File: src/rtl/wb_port_arbiter_pkg.sv
// Shared types and constants for the register-file write-back port arbiter.
package wb_pkg;

  localparam int WB_STARVE_W = 8;
  localparam int WB_ADDR_W   = 5;
  localparam int WB_DATA_W   = 32;

  localparam logic [WB_ADDR_W-1:0] REG_ZERO = 5'd0;

  typedef enum logic [0:0] {
    PRI_EXE = 1'b0,
    PRI_MEM = 1'b1
  } wb_state_e;

  typedef struct packed {
    logic                 valid;
    logic [WB_ADDR_W-1:0] rd;
    logic [WB_DATA_W-1:0] data;
  } wb_req_t;

  function automatic logic [WB_STARVE_W-1:0] sat_inc(input logic [WB_STARVE_W-1:0] v);
    return (v == '1) ? v : v + 1'b1;
  endfunction

endpackage

File: src/rtl/wb_port_arbiter_if.sv
// Write-back bus: EXE and MEM valid/ready requests in, register-file write port out.
interface wb_port_arbiter_if #(
  parameter int DATA_W = 32,
  parameter int ADDR_W = 5
);
  logic              exe_valid;
  logic              exe_ready;
  logic [ADDR_W-1:0] exe_rd;
  logic [DATA_W-1:0] exe_data;
  logic              mem_valid;
  logic              mem_ready;
  logic [ADDR_W-1:0] mem_rd;
  logic [DATA_W-1:0] mem_data;
  logic              rf_we;
  logic [ADDR_W-1:0] rf_rd_addr;
  logic [DATA_W-1:0] rf_rd_data;
  logic              wb_done;
  logic              starve_active;

  modport slave (
    input  exe_valid, exe_rd, exe_data, mem_valid, mem_rd, mem_data,
    output exe_ready, mem_ready, rf_we, rf_rd_addr, rf_rd_data, wb_done, starve_active
  );

  modport master (
    output exe_valid, exe_rd, exe_data, mem_valid, mem_rd, mem_data,
    input  exe_ready, mem_ready, rf_we, rf_rd_addr, rf_rd_data, wb_done, starve_active
  );
endinterface

File: src/rtl/wb_port_arbiter_starve_ctr.sv
// Saturating count of cycles MEM waited with a pending request; raises force_mem_o
// in the cycle that completes STARVE_LIMIT consecutive losses.
module wb_starve_ctr
  import wb_pkg::*;
#(
  parameter int STARVE_LIMIT = 4
) (
  input  logic clk,
  input  logic rst,
  input  logic mem_valid_i,
  input  logic mem_grant_i,
  output logic force_mem_o
);

  localparam logic [WB_STARVE_W-1:0] LIMIT_M1 = WB_STARVE_W'(STARVE_LIMIT - 1);

  logic [WB_STARVE_W-1:0] cnt_q, cnt_d;
  logic                   mem_lost;

  assign mem_lost = mem_valid_i && !mem_grant_i;

  // Any cycle MEM is idle or served breaks the losing streak.
  always_comb begin
    cnt_d = '0;
    if (mem_lost) cnt_d = sat_inc(cnt_q);
  end

  always_ff @(posedge clk) begin
    if (rst) cnt_q <= '0;
    else     cnt_q <= cnt_d;
  end

  assign force_mem_o = mem_lost && (cnt_q == LIMIT_M1);

endmodule

File: src/rtl/wb_port_arbiter.sv
// Two-source write-back arbiter for the register-file write port; EXE wins by default,
// MEM is guaranteed a slot after STARVE_LIMIT losses. WB_PERF_EN adds perf counters.
module wb_port_arbiter
  import wb_pkg::*;
#(
  parameter int DATA_W       = 32,
  parameter int ADDR_W       = 5,
  parameter int STARVE_LIMIT = 4
) (
  input  logic              clk,
  input  logic              rst,
  wb_port_arbiter_if.slave  bus
`ifdef WB_PERF_EN
  ,
  output logic [31:0]       perf_conflicts,
  output logic [15:0]       perf_forced
`endif
);

  localparam logic [0:0] ST_PRI_EXE = 1'b0;
  localparam logic [0:0] ST_PRI_MEM = 1'b1;

  logic [0:0]        state_q, state_d;
  logic              exe_grant, mem_grant, force_mem;
  logic [ADDR_W-1:0] win_rd;
  logic [DATA_W-1:0] win_data;

  logic              rf_we_q;
  logic [ADDR_W-1:0] rf_rd_addr_q;
  logic [DATA_W-1:0] rf_rd_data_q;
  logic              wb_done_q;

  // Priority only matters when both sources request in the same cycle.
  always_comb begin
    exe_grant = 1'b0;
    mem_grant = 1'b0;
    if (!rst) begin
      if (bus.exe_valid && bus.mem_valid) begin
        if (state_q == ST_PRI_MEM) mem_grant = 1'b1;
        else                       exe_grant = 1'b1;
      end else begin
        exe_grant = bus.exe_valid;
        mem_grant = bus.mem_valid;
      end
    end
  end

  assign bus.exe_ready     = exe_grant;
  assign bus.mem_ready     = mem_grant;
  assign bus.starve_active = (state_q == ST_PRI_MEM);

  wb_starve_ctr #(
    .STARVE_LIMIT (STARVE_LIMIT)
  ) u_starve_ctr (
    .clk         (clk),
    .rst         (rst),
    .mem_valid_i (bus.mem_valid),
    .mem_grant_i (mem_grant),
    .force_mem_o (force_mem)
  );

  always_comb begin
    state_d = state_q;
    case (state_q)
      ST_PRI_EXE: if (force_mem) state_d = ST_PRI_MEM;
      // A dropped MEM request also releases priority so EXE cannot be blocked.
      ST_PRI_MEM: if (mem_grant || !bus.mem_valid) state_d = ST_PRI_EXE;
      default:    state_d = ST_PRI_EXE;
    endcase
  end

  always_ff @(posedge clk) begin
    if (rst) state_q <= ST_PRI_EXE;
    else     state_q <= state_d;
  end

  always_comb begin
    win_rd   = bus.exe_rd;
    win_data = bus.exe_data;
    if (mem_grant) begin
      win_rd   = bus.mem_rd;
      win_data = bus.mem_data;
    end
  end

  // Writes to x0 are acknowledged via wb_done but never reach the register file.
  always_ff @(posedge clk) begin
    if (rst || !(exe_grant || mem_grant)) begin
      rf_we_q      <= 1'b0;
      rf_rd_addr_q <= '0;
      rf_rd_data_q <= '0;
      wb_done_q    <= 1'b0;
    end else begin
      rf_we_q      <= (win_rd != ADDR_W'(REG_ZERO));
      rf_rd_addr_q <= win_rd;
      rf_rd_data_q <= win_data;
      wb_done_q    <= 1'b1;
    end
  end

  assign bus.rf_we      = rf_we_q;
  assign bus.rf_rd_addr = rf_rd_addr_q;
  assign bus.rf_rd_data = rf_rd_data_q;
  assign bus.wb_done    = wb_done_q;

`ifdef WB_PERF_EN
  logic [31:0] conflicts_q;
  logic [15:0] forced_q;

  always_ff @(posedge clk) begin
    if (rst) begin
      conflicts_q <= '0;
      forced_q    <= '0;
    end else begin
      if (bus.exe_valid && bus.mem_valid && (conflicts_q != '1))
        conflicts_q <= conflicts_q + 1'b1;
      if (mem_grant && (state_q == ST_PRI_MEM) && (forced_q != '1))
        forced_q <= forced_q + 1'b1;
    end
  end

  assign perf_conflicts = conflicts_q;
  assign perf_forced    = forced_q;
`endif

endmodule

File: src/flat_wrapper.sv
// flat-port wrapper written by rule: the top's interface ports become plain ports
module wb_port_arbiter_flat import wb_pkg::*;
#(
  parameter int DATA_W       = 32,
  parameter int ADDR_W       = 5,
  parameter int STARVE_LIMIT = 4
)
  (clk, rst, bus_exe_valid, bus_exe_rd, bus_exe_data, bus_mem_valid, bus_mem_rd, bus_mem_data, bus_exe_ready, bus_mem_ready, bus_rf_we, bus_rf_rd_addr, bus_rf_rd_data, bus_wb_done, bus_starve_active);
  wb_port_arbiter_if #(.DATA_W(DATA_W), .ADDR_W(ADDR_W)) bus_i ();
  input  logic clk;
  input  logic rst;
  input wire logic [$bits(bus_i.exe_valid)-1:0] bus_exe_valid;
  input wire logic [$bits(bus_i.exe_rd)-1:0] bus_exe_rd;
  input wire logic [$bits(bus_i.exe_data)-1:0] bus_exe_data;
  input wire logic [$bits(bus_i.mem_valid)-1:0] bus_mem_valid;
  input wire logic [$bits(bus_i.mem_rd)-1:0] bus_mem_rd;
  input wire logic [$bits(bus_i.mem_data)-1:0] bus_mem_data;
  output wire logic [$bits(bus_i.exe_ready)-1:0] bus_exe_ready;
  output wire logic [$bits(bus_i.mem_ready)-1:0] bus_mem_ready;
  output wire logic [$bits(bus_i.rf_we)-1:0] bus_rf_we;
  output wire logic [$bits(bus_i.rf_rd_addr)-1:0] bus_rf_rd_addr;
  output wire logic [$bits(bus_i.rf_rd_data)-1:0] bus_rf_rd_data;
  output wire logic [$bits(bus_i.wb_done)-1:0] bus_wb_done;
  output wire logic [$bits(bus_i.starve_active)-1:0] bus_starve_active;
  assign bus_i.exe_valid = bus_exe_valid;
  assign bus_i.exe_rd = bus_exe_rd;
  assign bus_i.exe_data = bus_exe_data;
  assign bus_i.mem_valid = bus_mem_valid;
  assign bus_i.mem_rd = bus_mem_rd;
  assign bus_i.mem_data = bus_mem_data;
  assign bus_exe_ready = bus_i.exe_ready;
  assign bus_mem_ready = bus_i.mem_ready;
  assign bus_rf_we = bus_i.rf_we;
  assign bus_rf_rd_addr = bus_i.rf_rd_addr;
  assign bus_rf_rd_data = bus_i.rf_rd_data;
  assign bus_wb_done = bus_i.wb_done;
  assign bus_starve_active = bus_i.starve_active;
  wb_port_arbiter #(.DATA_W(DATA_W), .ADDR_W(ADDR_W), .STARVE_LIMIT(STARVE_LIMIT)) u_core (.clk(clk), .rst(rst), .bus(bus_i));
endmodule
File: config.mk
export PLATFORM = sky130hd
export DESIGN_NAME = wb_port_arbiter_flat
export DESIGN_NICKNAME = d
export VERILOG_FILES = /design/src/rtl/wb_port_arbiter_pkg.sv /design/src/rtl/wb_port_arbiter_if.sv /design/src/rtl/wb_port_arbiter_starve_ctr.sv /design/src/rtl/wb_port_arbiter.sv /design/src/flat_wrapper.sv
export SDC_FILE = /design/constraint.sdc
export NUM_CORES = 1
export LEC_CHECK = 0
export CORE_UTILIZATION = 41
export CTS_CLUSTER_DIAMETER = 100
export DETAILED_ROUTE_END_ITERATION = 7
export PLACE_DENSITY = 0.82
export SLEW_MARGIN = 20
export SYNTH_ARGS = -nofsm -noshare
export SYNTH_HDL_FRONTEND = slang
export SYNTH_SLANG_ARGS = --single-unit
File: constraint.sdc
create_clock -name clk -period 3.6 [get_ports clk]
set_input_delay 0.54 -clock clk [delete_from_list [all_inputs] [get_ports clk]]
set_output_delay 0.54 -clock clk [all_outputs]
set_load 0.02 [all_outputs]
==> results of run 1 <==
## metal layers
layer,share of wire [%],track usage (%),up-vias
met3,10,8.27,9
met5,0,0,-
met4,1.5,7.48,0
met1,43,26.7,932
li1,-,-,1071
met2,45,32.4,93
## cell usage after synthesis, types with 3 or more instances
master	count	area, sq um
buf_2	6	30.0
or3b_1	37	324
dfxtp_1	48	961
a31oi_1	4	25.0
buf_6	3	33.8
nand2_1	3	11.3
nor2_1	3	11.3
o21ai_1	37	185
o21ai_0	3	15.0
nor3_1	9	45.0
a21oi_1	29	145
nand3_1	3	15.0
a21oi_2	12	105
clkbuf_1	11	41.3
## stage by stage
step	setup slack, ns	utilization [%]	cells	area (sq um)
finish	0.945	70.3	405	3410
floorplan	1.50	-	231	2130
detailed placement	0.943	68.7	398	3330
CTS	0.939	70.3	405	3410
global route	0.884	70.3	405	3410
global placement	0.967	68.7	398	3330
## state kept, by name, summed over array words and instances (netlist names)
| name | flops |
|---|---|
| u_core.bus.rf_rd_addr | 5 |
| u_core.bus.rf_rd_data | 32 |
| u_core.bus.rf_we | 1 |
| u_core.bus.starve_active | 1 |
| u_core.bus.wb_done | 1 |
| u_core.u_starve_ctr.cnt_q | 8 |
## final timing paths
| kind | depth (start not counted) | from | to |
|---|---|---|---|
| worst min register to register | 2 | u_core.u_starve_ctr.cnt_q[1] | u_core.u_starve_ctr.cnt_q[1] |
| worst min-delay path | 2 | u_core.u_starve_ctr.cnt_q[1] | u_core.u_starve_ctr.cnt_q[1] |
| worst max-delay path | 5 | bus_exe_valid | bus_exe_ready |
| worst max register to register | 4 | u_core.bus.starve_active | u_core.bus.rf_rd_addr[3] |
## logic make-up after synthesis
kind of cell | count (synthesis) | synth area share [%]
buffers and inverters | 23 | 5.46
AOI/OAI and AO/OA | 91 | 24.6
adders and majority gates | 1 | 0.587
and+or+nand+nor | 68 | 24.2
DFF | 48 | 45.1
## layout make-up
cell class | instances | area, sq um
Clock buffer | 6 | 72.6
Clock inverter | 1 | 5.00
Fill cell | 396 | 1440
Inverter | 1 | 3.75
Multi-Input combinational cell | 160 | 1070
Sequential cell | 48 | 961
Tap cell | 67 | 83.8
Timing Repair Buffer | 122 | 1210
## power by group through the flow
stage               clock network (mW)  logic, mW  registers (mW)
global placement                     0      0.260           0.576
floorplan                            0     0.0789           0.612
finish                           0.306      0.262           0.564
CTS                              0.317      0.264           0.565
detailed placement                   0      0.263           0.577
global route                     0.336      0.281           0.567
## cells in the final DEF (no fill, tap or decap)
| cell type | synthesis | layout |
|---|---|---|
| clkdlybuf4s50_1 | 0 | 119 |
| dfxtp_1 | 48 | 48 |
| or3b_1 | 37 | 37 |
| o21ai_1 | 37 | 37 |
| a21oi_1 | 29 | 29 |
| a21oi_2 | 12 | 12 |
| nor3_1 | 9 | 9 |
| clkbuf_8 | 0 | 5 |
| a31oi_1 | 4 | 4 |
| nor2_1 | 3 | 3 |
| nand3_1 | 3 | 3 |
| nand2_1 | 3 | 3 |
| o21ai_0 | 3 | 3 |
| buf_4 | 0 | 3 |
| and4_1 | 2 | 2 |
| nand4_1 | 2 | 2 |
| a211oi_1 | 2 | 2 |
| nor4_1 | 2 | 2 |
| nand2b_4 | 1 | 1 |
| nor2b_4 | 0 | 1 |
| o21bai_4 | 0 | 1 |
| inv_2 | 1 | 1 |
| nand4bb_1 | 1 | 1 |
| and3_1 | 1 | 1 |
| nor4bb_1 | 1 | 1 |
| o211a_1 | 1 | 1 |
| or4_1 | 1 | 1 |
| a21boi_1 | 1 | 1 |
| nor4b_1 | 1 | 1 |
| a41oi_1 | 1 | 1 |
| ha_1 | 1 | 1 |
| clkinv_2 | 0 | 1 |
| clkbuf_1 | 11 | 1 |
## worst reg2reg max path, cell delays in order, from the launching register on
cell and delay, ns:
dfxtp_1 0.43, nor2b_4 0.06, buf_4 0.31, or3b_1 0.51, a21oi_1 0.12
==> metrics.md, run 1 <==
| Metric | Value |
|---|---|
| Status | completed |
| Clk_lat worst skew | 0.30 ns |
| Vias in the first global route | around 1800 |
| Crit Path Class | input pin to output pin |
| Via/cell ratio | 5.20 |
| Area Growth Syn to Fin | 60.0% |
| IO buf count | 119 |
| Switching Power | around 0.29 mW |
| Ports | 120 |
| Dominant synthesized flop cell | dfxtp_1 |
| Max Freq | approximately 380 MHz |
| TritonCTS clock tree | built |
| GRT Total Usage | 21.0% |
| DRC violation count after routing | 0 |
| CP startpoint kind | input pin |
| Pin count of the biggest net entering global routing | 77 |
| Die H | 74.1 um |
| Final worst-path cycle share | 73.7% |
| DR pass1 iterations | 4 |
| Max transition margin | 55.7% |
| Worst R2R Setup Slack | 2.12 ns |
| Ys async rst share | 0% |
| RSZ-0062 raised after global routing | no |
| Final Hold Fails | 0 |
| First-pass GRT wire length | 8.80 mm |
| CP max stage delay | 0.65 ns |
| Worst-path clk slew | 0.08 ns |
| P per Cell Area | 332 nW/um^2 |
| Inserted Diodes | 0 |
| CTS H-tree depth | 2 |
| Slew Limit Fails | 0 |
| Cell Area, Synth | roughly 2100 sq um |
| CTS Hold Bufs | 0 |
| Post-Route Skew | 0.00486 ns |
| # clock sinks | 48 |
| Clock share of power | a little over a quarter |
| Final setup vio count | 0 |
| Final GP Congestion | 0.874 |
| Total wire length | 5.75 mm |
| Die Area | 5490 sq um |
| Post-CTS Setup Bufs | 0 |
| Worst slew pin tran | 0.665 ns |
| HP Class | flip-flop to flip-flop |
| Total CTS buffers | 5 |
| Die width | ~74 um |
| CTS root buf | clkbuf_8 |
| Sequential power share | between 40% and 50% |
| Sw frac | 25.8% |
| CP max FO | 4 |
| Detailed Place HPWL | 3.97 mm |
| Vias post-DR | 2105 |
| FP Rows | 25 |
| Post-synthesis sequential area ratio | 45.1% |
| WP buf/inv | 2 |
| CP cell instances | clkdlybuf4s50_1, nor2b_4, nor2_1, nor2_1, clkdlybuf4s50_1 |
| GR Overflow Total | 0 |
| Post-synthesis average cell area | 9.22 sq um |
| Initial antenna violation count | 0 |
| Share of cells above drive strength 1 | 7.40% |
| Post-Synthesis Net Count | 310 |
| Flops & latches, synth | 48 |
| Max Cap Viol | 0 |
| Setup_tns | 0 ns |
| Drt wl/cell | 14.2 um |
| Final-stage net count | between 400 and 500 |
| ANT nets after route | 0 |
| Comb pwr share | between 20% and 30% |
| Crit-path leading delay family | buffers and inverters |
| P_leak | 1.18 nW |
| Cells after Synth | 231 |
| CTS max path bufs | 2 |
| Post-route minimum period | 2.65 ns |
| Post-CTS Resized | 0 |
| Yosys cell types | 32 |
| Slowest CP cell | clkdlybuf4s50_1 |
| Final hold slack | 0.525 ns |
| Design Power | 1.13 mW |
| DRT iter0 DRCs | 78 |
| Arrival time worst endpoint | 2.11 ns |
| Starting Density | 43.9% |
| Max VDD drop | approximately 0.17 mV |
| CP Data Required Time | 3.06 ns |
| Post-synth EDFFs | 0 |
| Int Pwr | 0.840 mW |
| Yosys warning total | 0 |
| CP Capture Type | output pin |
| Core Region | 4850 sq um |
Note: power is estimated with default switching activity, not from simulation.
==> run 2, diff against run 1 <==
--- a/config.mk
+++ b/config.mk
@@ -5,10 +5,10 @@
 export SDC_FILE = /design/constraint.sdc
 export NUM_CORES = 1
 export LEC_CHECK = 0
-export CORE_UTILIZATION = 41
+export CORE_UTILIZATION = 38
 export CTS_CLUSTER_DIAMETER = 100
 export DETAILED_ROUTE_END_ITERATION = 7
-export PLACE_DENSITY = 0.82
+export PLACE_DENSITY = 0.77
 export SLEW_MARGIN = 20
 export SYNTH_ARGS = -nofsm -noshare
 export SYNTH_HDL_FRONTEND = slang
==> constraint.sdc (replaced) <==
create_clock -name clk -period 2.5 [get_ports clk]
set_input_delay 0.375 -clock clk [delete_from_list [all_inputs] [get_ports clk]]
set_output_delay 0.375 -clock clk [all_outputs]
set_load 0.02 [all_outputs]
==> run 2 against run 1 <==
Combinational power increased by 45%. First-iteration DRC count rose by 60%. Non-clock buffer count is 1 higher. Total power increased by 43%. Hold slack better by 0.0033 ns. Critical endpoint is now bus_mem_ready. Largest cell class unchanged. Highest routed layer unchanged.
==> metrics.md, run 2 (synthesis results as in run 1) <==
| Metric | Value |
|---|---|
| Post-CTS Resized | 0 (unchanged) |
| Die H | 76.9 um (+3.8%) |
| Area Growth Syn to Fin | 60.6% |
| Final-stage net count | 418 (+0.24%) |
| CTS max path bufs | 2 (unchanged) |
| Slowest CP cell | clkdlybuf4s50_1 |
| CP max stage delay | 0.68 ns (+0.03 ns) |
| Detailed Place HPWL | 3.76 mm (-5.2%) |
| Crit path top cell by count | clkdlybuf4s50_1 |
| CTS root buf | clkbuf_8 |
| Worst slew pin tran | 0.674 ns (+0.00913 ns) |
| Worst R2R Path Depth | 4 (unchanged) |
| IO buf count | 119 (unchanged) |
| Final Core Density | 65.3% (-5.0 points) |
| FP Rows | 26 (+4.0%) |
| Crit Path Class | input pin to output pin |
| Inserted Diodes | 0 (unchanged) |
| Core Region | 5240 sq um (+8.0%) |
| Die width | 76.9 um (+3.8%) |
| Commonest cells after routing, fill and taps aside | 119 x clkdlybuf4s50_1, 48 x dfxtp_1, 37 x or3b_1, 37 x o21ai_1, 29 x a21oi_1 |
| Worst-path clk slew | 0.08 ns (about the same) |
| CP Data Required Time | 2.12 ns (-0.94 ns) |
| Final Hold Fails | 0 (unchanged) |
| Via/cell ratio | 5.13 (-1.3%) |
| Max VDD drop | 0.292 mV (+71%) |
| Final WS setup | 0.212 ns (-0.733 ns) |
| Reg-to-Reg Start | u_core.bus.starve_active |
| Post-Route Skew | 0.00406 ns (-0.000798 ns) |
| P_leak | 1.19 nW (+0.41%) |
| Initial antenna violation count | 0 (unchanged) |
| CTS H-tree depth | 2 (unchanged) |
| Pin count of the biggest net entering global routing | 77 (unchanged) |
| Max transition margin | 55.1% (-0.61 points) |
| Arrival time worst endpoint | 1.91 ns (-0.20 ns) |
| Worst reg2reg path endpoint | u_core.bus.rf_rd_addr[0] |
| Worst R2R Setup Slack | 1.00 ns (-1.12 ns) |
| CP max FO | 4 (unchanged) |
| GR Overflow Total | 0 (unchanged) |
| Clk_lat worst skew | 0.29 ns (about the same) |
| # clock sinks | 48 (unchanged) |
| P per Cell Area | 473 nW/um^2 (+42%) |
| First-pass GRT wire length | 9.22 mm (+4.8%) |
| Total wire length | 5.69 mm (-1.0%) |
| Place WS | 0.209 ns (-0.734 ns) |
| CP Launch Point | bus_mem_valid |
| Vias post-DR | 2098 (-0.33%) |
| Final setup vio count | 0 (unchanged) |
| CP cell instances | clkdlybuf4s50_1, nand2b_4, nor2_1, clkdlybuf4s50_1 |
| GRT Total Usage | 19.4% (-1.6 points) |
| CP startpoint kind | input pin |
| Most common cell after layout, fill and taps aside | clkdlybuf4s50_1 |
| RSZ-0062 raised after global routing | no |
| Final worst-path cycle share | approximately 90% |
| ANT nets after route | 0 (unchanged) |
| Slew Limit Fails | 0 (unchanged) |
| Max Cap Viol | 0 (unchanged) |
| DRT iter0 DRCs | 125 (+60%) |
| Final hold slack | 0.528 ns (+0.00330 ns) |
| Starting Density | 40.7% (-3.3 points) |
| Total CTS buffers | 5 (unchanged) |
| Post-CTS Setup Bufs | 0 (unchanged) |
| CTS Hold Bufs | 0 (unchanged) |
| Status | completed |
| Ports | 120 (unchanged) |
| Setup_tns | 0 ns (unchanged) |
| Vias in the first global route | 1859 (+1.8%) |
| DRC violation count after routing | 0 (unchanged) |
| Share of cells above drive strength 1 | 7.67% (+0.27 points) |
| TritonCTS clock tree | built |
| Drt wl/cell | 13.9 um (-2.0%) |
| HP Class | flip-flop to flip-flop |
| Max FFs per register | 32 (unchanged) |
| End point of the critical path | bus_mem_ready |
| Post-route minimum period | 2.29 ns |
| Die Area | 5910 sq um (+7.7%) |
| DR pass1 iterations | 4 (unchanged) |
| CP Capture Type | output pin |
| Final GP Congestion | 0.818 (-6.4%) |
| Max Freq | about 440 MHz |
run 2: worst min-delay path by stage:
stage / startpoint / end / depth (start not counted)
finish: u_core.u_starve_ctr.cnt_q[1] / u_core.u_starve_ctr.cnt_q[1] / 2
global route: u_core.u_starve_ctr.cnt_q[1] / u_core.u_starve_ctr.cnt_q[1] / 2
CTS: u_core.u_starve_ctr.cnt_q[1] / u_core.u_starve_ctr.cnt_q[1] / 2
detailed placement: u_core.u_starve_ctr.cnt_q[1] / u_core.u_starve_ctr.cnt_q[1] / 2
global placement: u_core.u_starve_ctr.cnt_q[1] / u_core.u_starve_ctr.cnt_q[1] / 2
floorplan: u_core.u_starve_ctr.cnt_q[1] / u_core.u_starve_ctr.cnt_q[1] / 2
run 2: layer usage:
layer | track usage, % | part of all wire [%] | up-vias
met5 | 0 | 0 | -
met4 | 4.62 | 0.72 | 0
met3 | 6.55 | 8.2 | 5
met2 | 29.9 | 44 | 90
met1 | 25.9 | 47 | 933
li1 | - | - | 1070
run 2: worst max-delay path, delay by kind of cell:
kind / cells / cell delay [ns]
buffers and inverters: 2 / 1.30
and+or+nand+nor: 2 / 0.23
run 2: final cells by class:
class                           instances  area (sq um)
Fill cell                             455          1820
Inverter                                1          3.75
Sequential cell                        48           961
Tap cell                               70          87.6
Timing Repair Buffer                  123          1220
Multi-Input combinational cell        160          1070
Clock inverter                          1          5.00
Clock buffer                            6          72.6
run 2: stage by stage:
stage / power [mW] / std cells / area, sq um
final: 1.62 / 409 / 3420
after global routing: 1.71 / 409 / 3420
after CTS: 1.64 / 409 / 3420
after detailed placement: 1.21 / 402 / 3340
after global placement: 1.21 / 402 / 3340
after floorplan: 0.995 / 231 / 2130
run 2: where the power goes:
group / switching [mW] / leakage [nW] / total [mW] / internal (mW)
clock: 0.234 / 0.0410 / 0.425 / 0.191
combinational: 0.163 / 0.751 / 0.379 / 0.216
sequential: 0.0105 / 0.395 / 0.813 / 0.803
==> run 3, diff against run 2 <==
--- a/config.mk
+++ b/config.mk
@@ -5,10 +5,13 @@
 export SDC_FILE = /design/constraint.sdc
 export NUM_CORES = 1
 export LEC_CHECK = 0
+export CORE_MARGIN = 2
 export CORE_UTILIZATION = 38
 export CTS_CLUSTER_DIAMETER = 100
 export DETAILED_ROUTE_END_ITERATION = 7
+export HOLD_SLACK_MARGIN = 0.1
 export PLACE_DENSITY = 0.77
+export SKIP_CTS_REPAIR_TIMING = 1
 export SLEW_MARGIN = 20
 export SYNTH_ARGS = -nofsm -noshare
 export SYNTH_HDL_FRONTEND = slang
==> run 3 against run 2 <==
Clock power rose by 15%. Worst setup slack improved by 0.021 ns. Critical endpoint unchanged. Sequential power about the same. Sequential share of layout area fell by 0.18 points. Wire length increased by 2.4%. Critical path depth unchanged. Maximum frequency rose by 0.94%. Sequential cell count is the same. Die area rose by 5.3%. Via count grew 0.95%.
==> metrics.md, run 3 (synthesis results as in run 1) <==
| Metric | Value |
|---|---|
| CP Capture Type | output pin |
| CP max FO | 4 (unchanged) |
| CP startpoint kind | input pin |
| Post-Layout Cell Count | 412 (+0.73%) |
| Fillers | 487 (+7.0%) |
| # clock sinks | 48 (unchanged) |
| Starting Density | 38.9% (-1.7 points) |
| Initial antenna violation count | 0 (unchanged) |
| Max Cap Viol | 0 (unchanged) |
| Crit path top cell by count | clkdlybuf4s50_1 |
| Worst-path clk slew | 0.08 ns (about the same) |
| Commonest cells after routing, fill and taps aside | 119 x clkdlybuf4s50_1, 48 x dfxtp_1, 37 x or3b_1, 37 x o21ai_1, 29 x a21oi_1 |
| Core Region | 5470 sq um (+4.5%) |
| Final worst-path cycle share | 90.7% (-0.86 points) |
| Max FFs per register | 32 (unchanged) |
| CP cell instances | clkdlybuf4s50_1, nand2b_4, nor2_1, clkdlybuf4s50_1 |
| TritonCTS clock tree | built |
| Final setup vio count | 0 (unchanged) |
| FP Rows | 27 (+3.8%) |
| GR Overflow Total | 0 (unchanged) |
| First-pass GRT wire length | 9.23 mm (about the same) |
| HP Class | flip-flop to flip-flop |
| Detailed Place HPWL | 3.99 mm (+6.1%) |
| ANT nets after route | 0 (unchanged) |
| Placed instance count | 404 (+0.50%) |
| Crit Path Class | input pin to output pin |
| Final-stage net count | 418 (unchanged) |
| Die width | 78.9 um (+2.6%) |
| Status | completed |
| Total CTS buffers | 5 (unchanged) |
| Drt wl/cell | 14.1 um (+1.7%) |
| DRT iter0 DRCs | 97 (-22%) |
| Slew Limit Fails | 0 (unchanged) |
| Pin count of the biggest net entering global routing | 77 (unchanged) |
| DRC violation count after routing | 0 (unchanged) |
| GRT Total Usage | 18.7% (-0.75 points) |
| CP max stage delay | 0.66 ns (-0.02 ns) |
| Setup_tns | 0 ns (unchanged) |
| Via/cell ratio | 5.14 (+0.22%) |
| Die H | 78.9 um (+2.6%) |
| Worst slew pin tran | 0.648 ns (-0.0265 ns) |
| CTS max path bufs | 2 (unchanged) |
| Max transition margin | 56.8% (+1.8 points) |
| Vias in the first global route | 1827 (-1.7%) |
| CTS root buf | clkbuf_8 |
| Final Hold Fails | 0 (unchanged) |
| Post-Route Skew | 0.0119 ns (+0.00788 ns) |
| Max VDD drop | 0.267 mV (-8.5%) |
| Share of cells above drive strength 1 | 8.24% (+0.57 points) |
| Ports | 120 (unchanged) |
| Vias post-DR | 2118 (+0.95%) |
| Total wire length | 5.83 mm (+2.4%) |
| Clk_lat worst skew | 0.30 ns (about the same) |
| Post-route minimum period | 2.27 ns (-0.0214 ns) |
| Max Freq | 441 MHz (+0.94%) |
| Final GP Congestion | 0.755 (-7.7%) |
| Area Growth Syn to Fin | 61.6% |
| Arrival time worst endpoint | 1.89 ns (-0.02 ns) |
| Slowest CP cell | clkdlybuf4s50_1 |
| CP Data Required Time | 2.12 ns (about the same) |
| DR pass1 iterations | 4 (unchanged) |
| P per Cell Area | 488 nW/um^2 (+3.2%) |
| Inserted Diodes | 0 (unchanged) |
| P_leak | 1.19 nW (+0.20%) |
| CTS H-tree depth | 2 (unchanged) |
| Die Area | 6220 sq um (+5.3%) |
| RSZ-0062 raised after global routing | no |
| Most common cell after layout, fill and taps aside | clkdlybuf4s50_1 |
| IO buf count | 119 (unchanged) |
[run 3: per-stage QoR]
| stage | setup WS [ns] | power (mW) | area, sq um | hold WS (ns) | util [%] |
|---|---|---|---|---|---|
| 6_report | 0.233 | 1.68 | 3440 | 0.540 | 62.9 |
| 5_1_grt | 0.175 | 1.77 | 3440 | 0.572 | 62.9 |
| 4_1_cts | 0.209 | 1.70 | 3440 | 0.545 | 62.9 |
| 3_5_place_dp | 0.213 | 1.21 | 3340 | 0.530 | 61.1 |
| 3_3_place_gp | 0.228 | 1.21 | 3340 | 0.508 | 61.1 |
| 2_1_floorplan | 0.729 | 0.995 | 2130 | 0.483 | - |
[run 3: worst max-delay path: cells and delay by family]
family | cells | cell delay (ns)
buffers and inverters | 2 | 1.29
and+or+nand+nor | 2 | 0.22
[run 3: per-layer routing]
layer	wire length (um)	track usage [%]	vias up
met5	0	0	-
met4	79	5.17	0
met3	557	6.59	7
met2	2640	29.8	87
met1	2540	23.9	954
li1	-	-	1070
[run 3: final timing paths]
check,cells after the start,to,slack (ns),from
hold / removal,2,u_core.u_starve_ctr.cnt_q[1],0.54,u_core.u_starve_ctr.cnt_q[1]
setup / recovery,4,bus_mem_ready,0.23,bus_mem_valid
hold reg to reg,2,u_core.u_starve_ctr.cnt_q[1],0.54,u_core.u_starve_ctr.cnt_q[1]
setup reg to reg,4,u_core.bus.rf_rd_addr[4],1.06,u_core.bus.starve_active
[run 3: where the power goes]
group / switching, mW / internal [mW]
sequential: 0.0101 / 0.803
clock: 0.265 / 0.224
combinational: 0.162 / 0.216
total: 0.437 / 1.24
[run 3: final cells by class]
cell class	count	area [sq um]	share of cell area, %
Sequential cell	48	961	27.9
Timing Repair Buffer	123	1220	35.5
Multi-Input combinational cell	160	1070	31.0
Clock inverter	2	15.0	0.436
Clock buffer	6	82.6	2.40
Inverter	1	3.75	0.109
Tap cell	72	90.1	2.62
